$ cat src/rtl/serial_align_ctrl.sv
// Byte-alignment and link-sync controller for the PHY receive path (clk_32f domain).
// Hunts for the comma symbol, verifies a run of aligned commas, then strobes aligned bytes.
module serial_align_ctrl #(
    parameter logic [7:0] COMMA      = 8'hBC,
    parameter int         LOCK_COUNT = 4,
    parameter int         MAX_GAP    = 64
) (
    input  logic       clk_32f,
    input  logic       reset,
    input  logic       data_in,
    input  logic       hunt_req,
    output logic [7:0] byte_out,
    output logic       byte_stb,
    output logic       valid_out,
    output logic       active,
    output logic       lock_lost,
    output logic [1:0] state_dbg
);

    typedef enum logic [1:0] {
        ST_HUNT   = 2'd0,
        ST_VERIFY = 2'd1,
        ST_LOCKED = 2'd2
    } state_t;

    localparam logic [3:0] LOCK_TARGET = 4'(LOCK_COUNT);
    localparam logic [7:0] GAP_LIMIT   = 8'(MAX_GAP);

    state_t     r_state;
    logic [7:0] r_sr;
    logic [2:0] r_ph;
    logic [3:0] r_comma_cnt;
    logic [7:0] r_gap_cnt;
    logic [7:0] r_byte;
    logic       r_stb;
    logic       r_valid;
    logic       r_active;
    logic       r_lost;

    state_t     w_state;
    logic [2:0] w_ph;
    logic [3:0] w_comma_cnt;
    logic [7:0] w_gap_cnt;
    logic [7:0] w_byte;
    logic       w_stb;
    logic       w_valid;
    logic       w_lost;
    logic       w_is_comma;
    logic       w_boundary;

    assign w_is_comma = (r_sr == COMMA);
    assign w_boundary = (r_ph == 3'd0);

    always_comb begin
        // NOTE: every output of this block gets a default first so no path leaves a latch.
        w_state     = r_state;
        w_ph        = r_ph + 3'd1;
        w_comma_cnt = r_comma_cnt;
        w_gap_cnt   = r_gap_cnt;
        w_byte      = r_byte;
        w_stb       = 1'b0;
        w_valid     = 1'b0;
        w_lost      = 1'b0;

        if (hunt_req) begin
            w_state     = ST_HUNT;
            w_comma_cnt = 4'd0;
            w_gap_cnt   = 8'd0;
            w_lost      = (r_state == ST_LOCKED);
        end else begin
            unique case (r_state)
                ST_HUNT: begin
                    // Any bit position may hold the comma; a hit re-phases the byte counter.
                    if (w_is_comma) begin
                        w_ph        = 3'd1;
                        w_comma_cnt = 4'd1;
                        w_gap_cnt   = 8'd0;
                        w_state     = (LOCK_COUNT == 1) ? ST_LOCKED : ST_VERIFY;
                    end
                end
                ST_VERIFY: begin
                    if (w_boundary) begin
                        if (w_is_comma) begin
                            w_comma_cnt = r_comma_cnt + 4'd1;
                            if (r_comma_cnt + 4'd1 == LOCK_TARGET) begin
                                w_state   = ST_LOCKED;
                                w_gap_cnt = 8'd0;
                            end
                        end else begin
                            w_state     = ST_HUNT;
                            w_comma_cnt = 4'd0;
                        end
                    end
                end
                ST_LOCKED: begin
                    if (w_boundary) begin
                        w_byte  = r_sr;
                        w_stb   = 1'b1;
                        w_valid = !w_is_comma;
                        if (w_is_comma) begin
                            w_gap_cnt = 8'd0;
                        end else begin
                            w_gap_cnt = r_gap_cnt + 8'd1;
                            // The byte that exhausts the gap budget is still delivered.
                            if (r_gap_cnt + 8'd1 == GAP_LIMIT) begin
                                w_state     = ST_HUNT;
                                w_lost      = 1'b1;
                                w_comma_cnt = 4'd0;
                            end
                        end
                    end
                end
                default: begin
                    w_state = ST_HUNT;
                end
            endcase
        end
    end

    always_ff @(posedge clk_32f) begin
        // NOTE: state registers use non-blocking assignments so every flop samples pre-edge values.
        if (reset) begin
            r_state     <= ST_HUNT;
            r_sr        <= 8'd0;
            r_ph        <= 3'd0;
            r_comma_cnt <= 4'd0;
            r_gap_cnt   <= 8'd0;
            r_byte      <= 8'd0;
            r_stb       <= 1'b0;
            r_valid     <= 1'b0;
            r_active    <= 1'b0;
            r_lost      <= 1'b0;
        end else begin
            r_state     <= w_state;
            r_sr        <= {r_sr[6:0], data_in};
            r_ph        <= w_ph;
            r_comma_cnt <= w_comma_cnt;
            r_gap_cnt   <= w_gap_cnt;
            r_byte      <= w_byte;
            r_stb       <= w_stb;
            r_valid     <= w_valid;
            r_active    <= (w_state == ST_LOCKED);
            r_lost      <= w_lost;
        end
    end

    assign byte_out  = r_byte;
    assign byte_stb  = r_stb;
    assign valid_out = r_valid;
    assign active    = r_active;
    assign lock_lost = r_lost;
    assign state_dbg = r_state;

endmodule

$ cat config.mk
export PLATFORM = sky130hd
export DESIGN_NAME = serial_align_ctrl
export DESIGN_NICKNAME = d
export VERILOG_FILES = /design/src/rtl/serial_align_ctrl.sv
export SDC_FILE = /design/constraint.sdc
export NUM_CORES = 1
export LEC_CHECK = 0
export ABC_AREA = 1
export BUFFER_PORTS_ARGS = -buffer_cell sky130_fd_sc_hd__buf_2
export CAP_MARGIN = 20
export CORE_AREA = 2 2 85 63
export CTS_BUF_LIST = sky130_fd_sc_hd__clkbuf_16
export CTS_CLUSTER_DIAMETER = 40
export DETAILED_ROUTE_END_ITERATION = 8
export DIE_AREA = 0 0 87 65
export MAX_ROUTING_LAYER = met4
export PLACE_DENSITY_LB_ADDON = 0.12
export RECOVER_POWER = 100
export SYNTH_ARGS = -nofsm -noshare
export SYNTH_HDL_FRONTEND = slang
export SYNTH_SLANG_ARGS = --single-unit
$ cat constraint.sdc
create_clock -name clk_32f -period 1.75 [get_ports clk_32f]
set_input_delay 0.175 -clock clk_32f [delete_from_list [all_inputs] [get_ports clk_32f]]
set_output_delay 0.175 -clock clk_32f [all_outputs]
set_load 0.02 [all_outputs]
==> impl_metrics.ini, run 1 <==
[status]
status = completed

[synthesis]
syn_avg_cell_area_um2 = 6.91
synth_commonest_cells = nand2_1, nor2_1, inv_1
yosysWarningCount = 0
ys_seq_area_share_pct = 39.4
postSynthCellCount = 272
async_flop_share_pct = 0
synth-edff-count = 0
synth_top_area_share_pct = 39.4
synth-seq-cells = 37
synth_fp_nets = 286
synth_top_cell_by_area = dfxtp_1
synth_area_mm2 = 0.00188
ys.flop_type = dfxtp_1
ys_types = 27
synthTopCellsByArea = dfxtp_1, nand2_1, nor2_1

[layout]
fin_util_pct = 48.0
nets = 321
area_delta_synth_final_pct = 25.7
antenna_cells = 0
final_layout_size_suffix_gt1_share_pct = 18.5

[place]
gp_congestion = 0.810
portBuffers = 17
dpl.hpwl_um = 3010
dp_worst_setup_slack_ns = -0.0115

[floorplanning]
die_y_um = 65
chipWidth_um = 87
initial_core_util_pct = 38.2
core.rowCount = 22
core_mm2 = 0.00493
dieArea_mm2 = 0.00566
ios = 18

[grt]
grt_max_degree = 18
grt_usage_pct = 16.2
grt_pass1_vias = 1571
antenna_found_initial = 0
grt_pass1_wl_um = 6910
gr-total-overflow = 0

[critical_path]
start_kind = register
required_ns = 1.92
crit_type = reg2reg
critPathMostFrequentCell = nor2_1
cpLargestDelayFamily = simple AND/OR/NAND/NOR gates
critPathSlowestCell = dfxtp_4
cp.arrival_ns = 1.80
slowest_delay_ns = 0.36
end_kind = register
startpoint = state_dbg[0]
cp_max_fo = 6
r2r-start = state_dbg[0]
crit_chain = inv_1, ha_2, nor2_1, nor2_1, nor3_4, buf_6, buf_6, nand2_4, nor2_1, nor2_1
critical_path_buf_inv_count = 3

[power_and_ir_drop]
p_per_area_mw_per_mm2 = 823
p_int_w = 0.00155
p_leak_nw = 1.02
sw_frac_of_total_pct = 20.5
power_frac_comb_pct = 3.3
vdd_drop_max_mv = 0.517
power_switching_w = 0.000399
power_frac_seq_pct = 44.0
p_clk_share_pct = 52.8

[drt]
wl_um = 4210
firstDrtPassIters = 4
dr_total_vias = 1707
ant_nets = 0
wl_per_cell_um = 11.5
post-route-drc-count = 0
drtIter0Drc = 80
via_per_inst = 4.64

[cts]
htreeDepth = 2
clkSlewWorstSetupHoldPaths_ns = 0.06
cts_tree = built
cts_sinks = 37
clockRootBuffer = clkbuf_16
cts_buffer_depth = 2
cts-buffers-inserted = 5
clkLatencyLatePin_ns = 0.28

[job]
cap_viol_max_count = 0

[timing]
setup-violations-final = 0
hold_violations = 0
slew_viol_final = 0
min_period_ns = 1.63
slew_headroom_pct = 78.8
worstMarginPinSlew_ns = 0.317
timing.final.crit_share_pct = 93.1
finClkSkew_ns = 0.00340
fmax_ghz = 0.614
setup_ws_ns = 0.120

[min_path]
min_from = data_in
worstHoldPathType = in2reg
-- final cells by class --
cell class / count / area (um^2)
well taps: 60 / 75.1
multi-input cells: 188 / 1030
clock buffers: 5 / 125
repair buffers: 30 / 173
fillers: 535 / 2560
flip-flops and latches: 37 / 749
inverters: 45 / 169
clock inverters: 3 / 43.8
-- stage by stage --
step           cell area [um^2]  hold WS (ns)  setup TNS, ns  instances  power [W]
6_report                   2360         0.107              0        368    0.00195
5_1_grt                    2360         0.113        -0.0399        368    0.00201
4_1_cts                    2270         0.109              0        365    0.00197
3_5_place_dp               2100         0.400        -0.0163        357   0.000940
3_3_place_gp               2100         0.400        -0.0930        357   0.000940
2_1_floorplan              1880         0.244              0        272   0.000911
-- power by group through the flow --
| stage | clock (W) | combinational [W] | sequential [W] |
|---|---|---|---|
| after CTS | 0.00105 | 0.0000641 | 0.000857 |
| after global placement | 0 | 0.0000641 | 0.000876 |
| final | 0.00103 | 0.0000633 | 0.000856 |
| after floorplan | 0 | 0.0000360 | 0.000875 |
| after global routing | 0.00108 | 0.0000741 | 0.000857 |
| after detailed placement | 0 | 0.0000638 | 0.000876 |
-- what timing repair did --
item,4_1_cts,5_1_grt
hold buffers,0,0
setup endpoints to repair,5,19
hold endpoints to repair,0,0
cloned,0,1
resized for setup,0,28
pin swaps,1,7
setup buffers,0,2
-- worst paths after layout --
path                    end  slack [ns]  depth (start not counted)
min reg2reg         r_sr[6]        0.45                          2
max          r_comma_cnt[0]        0.12                         10
min                 r_sr[0]        0.11                          3
max reg2reg  r_comma_cnt[0]        0.12                         10
-- layer usage --
metal | GRT usage [%] | vias to the layer above | wire [um]
li1 | - | 913 | -
met1 | 22.1 | 770 | 2260
met2 | 23.1 | 19 | 1750
met3 | 3.82 | 5 | 148
met4 | 5.86 | 0 | 50
met5 | - | - | 0
-- cells by family after synthesis --
| group | after synthesis | synth area share, % |
|---|---|---|
| buffers and inverters | 48 | 10.0 |
| AO/OA/AOI/OAI | 37 | 10.6 |
| AND/OR/NAND/NOR | 137 | 31.9 |
| flip-flops | 37 | 39.4 |
| XOR/XNOR | 3 | 1.40 |
| adder cells (fa/ha/maj) | 10 | 6.65 |
-- placed cells by master, fill, tap and decap left out, types with 4 or more instances in the layout --
cell type,netlist,final
buf_4,0,11
ha_1,10,8
nand2_2,3,6
nor2_1,53,48
clkbuf_16,0,5
nor2_2,4,7
nand4_1,4,4
inv_1,45,45
o21ai_0,11,10
dfxtp_1,37,32
dfxtp_2,0,4
a21oi_1,16,16
o21ai_1,6,7
clkbuf_1,1,14
nand2_1,53,49
nand3_1,13,11
-- worst register-to-register path, cell delays in order (launching register included) --
cell and delay, ns:
dfxtp_4 0.36, inv_1 0.06, ha_2 0.22, nor2_1 0.12, nor2_1 0.09, nor3_4 0.19
buf_6 0.16, buf_6 0.11, nand2_4 0.07, nor2_1 0.09, nor2_1 0.05
-- state kept, by name, indices dropped and copies added (netlist names) --
signal	flops
r_gap_cnt	8
valid_out	1
state_dbg	2
r_comma_cnt	4
byte_stb	1
r_ph	3
active	1
byte_out	8
r_sr	8
lock_lost	1
(Power assumes the default switching activity.)
==> inputs of run 2 (changes only) <==
ABC_AREA = not set   (was 1)
==> impl_metrics.ini, run 2 <==
[synthesis]
async_flop_share_pct = 0
synth_most_common_cell = dfxtp_1
syn_avg_cell_area_um2 = 9.01
ys_types = 51
synth_area_mm2 = 0.00187
postSynthCellCount = 208
ys_seq_area_share_pct = 39.5
yosysWarningCount = 0
synth-seq-cells = 37
synth_top_area_share_pct = 39.5
synth_top_cell_by_area = dfxtp_1
synth_fp_nets = 222
synth-edff-count = 0
synthTopCellsByArea = dfxtp_1, ha_1, nand2_1
synth_commonest_cells = dfxtp_1, nand2_1, a21oi_1
ys.flop_type = dfxtp_1

[cts]
cts_sinks = 37
htreeDepth = 2
clkSlewWorstSetupHoldPaths_ns = 0.06
clkLatencyLatePin_ns = 0.28
cts_buffer_depth = 2
cts_hold_buf = 0
clockRootBuffer = clkbuf_16
cts_tree = built
cts-buffers-inserted = 5

[critical_path]
required_ns = 1.95
cp.arrival_ns = 2.16
start_kind = register
crit_type = reg2reg
end_kind = register
cp_max_fo = 7

[floorplanning]
die_y_um = 65
core.rowCount = 22
core_mm2 = 0.00493
chipWidth_um = 87
ios = 18
initial_core_util_pct = 38.0
dieArea_mm2 = 0.00566

[drt]
drtIter0Drc = 95
wl_um = 4840
via_per_inst = 5.35
ant_nets = 0
wl_per_cell_um = 14.8
post-route-drc-count = 0
firstDrtPassIters = 4
dr_total_vias = 1748

[layout]
final_cell_mix = buf_4, dfxtp_1, nand2_1, a21oi_1, clkbuf_1
nets = 280
antenna_cells = 0
final_common_cell = buf_4
area_delta_synth_final_pct = 39.4
final_layout_size_suffix_gt1_share_pct = 30.7

[place]
dp_worst_setup_slack_ns = -0.134
dpl.hpwl_um = 3240
portBuffers = 17
gp_congestion = 0.845

[timing]
setup-violations-final = 15
timing.final.crit_share_pct = 112
rsz0062_at_grt = true
min_period_ns = 1.96
hold_violations = 0
worstMarginPinSlew_ns = 0.987
slew_viol_final = 0
fmax_ghz = 0.511
finClkSkew_ns = 0.00324
setup_ws_ns = -0.207
slew_headroom_pct = 34.2

[grt]
gr-total-overflow = 0
grt_pass1_wl_um = 7200
grt_usage_pct = 17.2
antenna_found_initial = 0
grt_max_degree = 25
grt_pass1_vias = 1503

[status]
failed_checks = negative setup slack
status = complete, but fails checks

[min_path]
worstHoldPathType = in2reg

[power_and_ir_drop]
p_leak_nw = 0.959
p_per_area_mw_per_mm2 = 737
vdd_drop_max_mv = 0.361
power.total_w = 0.00193

[job]
cap_viol_max_count = 0
run 2: cell count changes after synthesis, sizes merged, moves of 5 or more:
cell / change
nand2: -31
inv: -37
nor2b: +9
nor3b: +6
nand3: -8
nor2: -51
a311oi: +5
o21ai: -10
run 2: metal layers:
metal	track usage [%]	wire length, um	vias to the layer above
met1	24.1	2480	817
met2	23.2	2010	35
met5	-	0	-
met3	5.10	274	10
li1	-	-	886
met4	5.86	83	0
run 2: logic make-up after synthesis:
group | count (synthesis) | synth area share (%)
AO/OA/AOI/OAI | 57 | 21.6
XOR/XNOR | 3 | 1.40
adder cells (fa/ha/maj) | 10 | 6.68
buffers and inverters | 15 | 4.27
flip-flops | 37 | 39.5
multiplexers | 1 | 0.534
AND/OR/NAND/NOR | 85 | 26.0
run 2: worst paths after layout:
check / start / to / cells past startpoint / slack [ns]
worst max-delay path: state_dbg[1] / r_gap_cnt[7] / 7 / -0.21
worst min-delay path: data_in / r_sr[0] / 2 / 0.11
worst max register to register: state_dbg[1] / r_gap_cnt[7] / 7 / -0.21
worst min register to register: byte_out[5] / byte_out[5] / 2 / 0.45
run 2: timing repair:
action                     in CTS  in global routing
gates cloned                    0                  1
resized for setup              16                 14
pin swaps                       5                 10
setup buffers                   2                  4
setup endpoints to repair      12                 15
run 2: critical path, cell delays in order (launching register included):
cell	delay, ns
dfxtp_4	0.38
inv_4	0.04
ha_4	0.15
or2_4	0.27
a211oi_4	0.31
and4_4	0.34
a21bo_2	0.24
a211oi_2	0.15
run 2: where the power goes:
group,internal (W),switching (W)
registers,0.000844,0.00000632
clock network,0.000666,0.000341
logic,0.0000262,0.0000419
run 2: area by class of cell:
cell class,count,area (um^2)
timing repair buffer,57,358
sequential,37,761
clock inverter,3,41.3
multi-input combinational,157,1220
clock buffer,5,125
tap,60,75.1
inverter,8,35.0
fill,469,2310
run 2: through the flow:
stage / setup TNS [ns] / hold WS [ns] / cells / instance area, um^2 / utilization, %
after floorplan: -0.860 / 0.247 / 208 / 1930 / -
after global placement: -0.687 / 0.382 / 312 / 2290 / 46.5
after detailed placement: -0.955 / 0.392 / 312 / 2290 / 46.5
after CTS: -0.770 / 0.0984 / 322 / 2560 / 51.9
after global routing: -2.73 / 0.105 / 327 / 2610 / 53.0
final: -1.79 / 0.109 / 327 / 2610 / 53.0
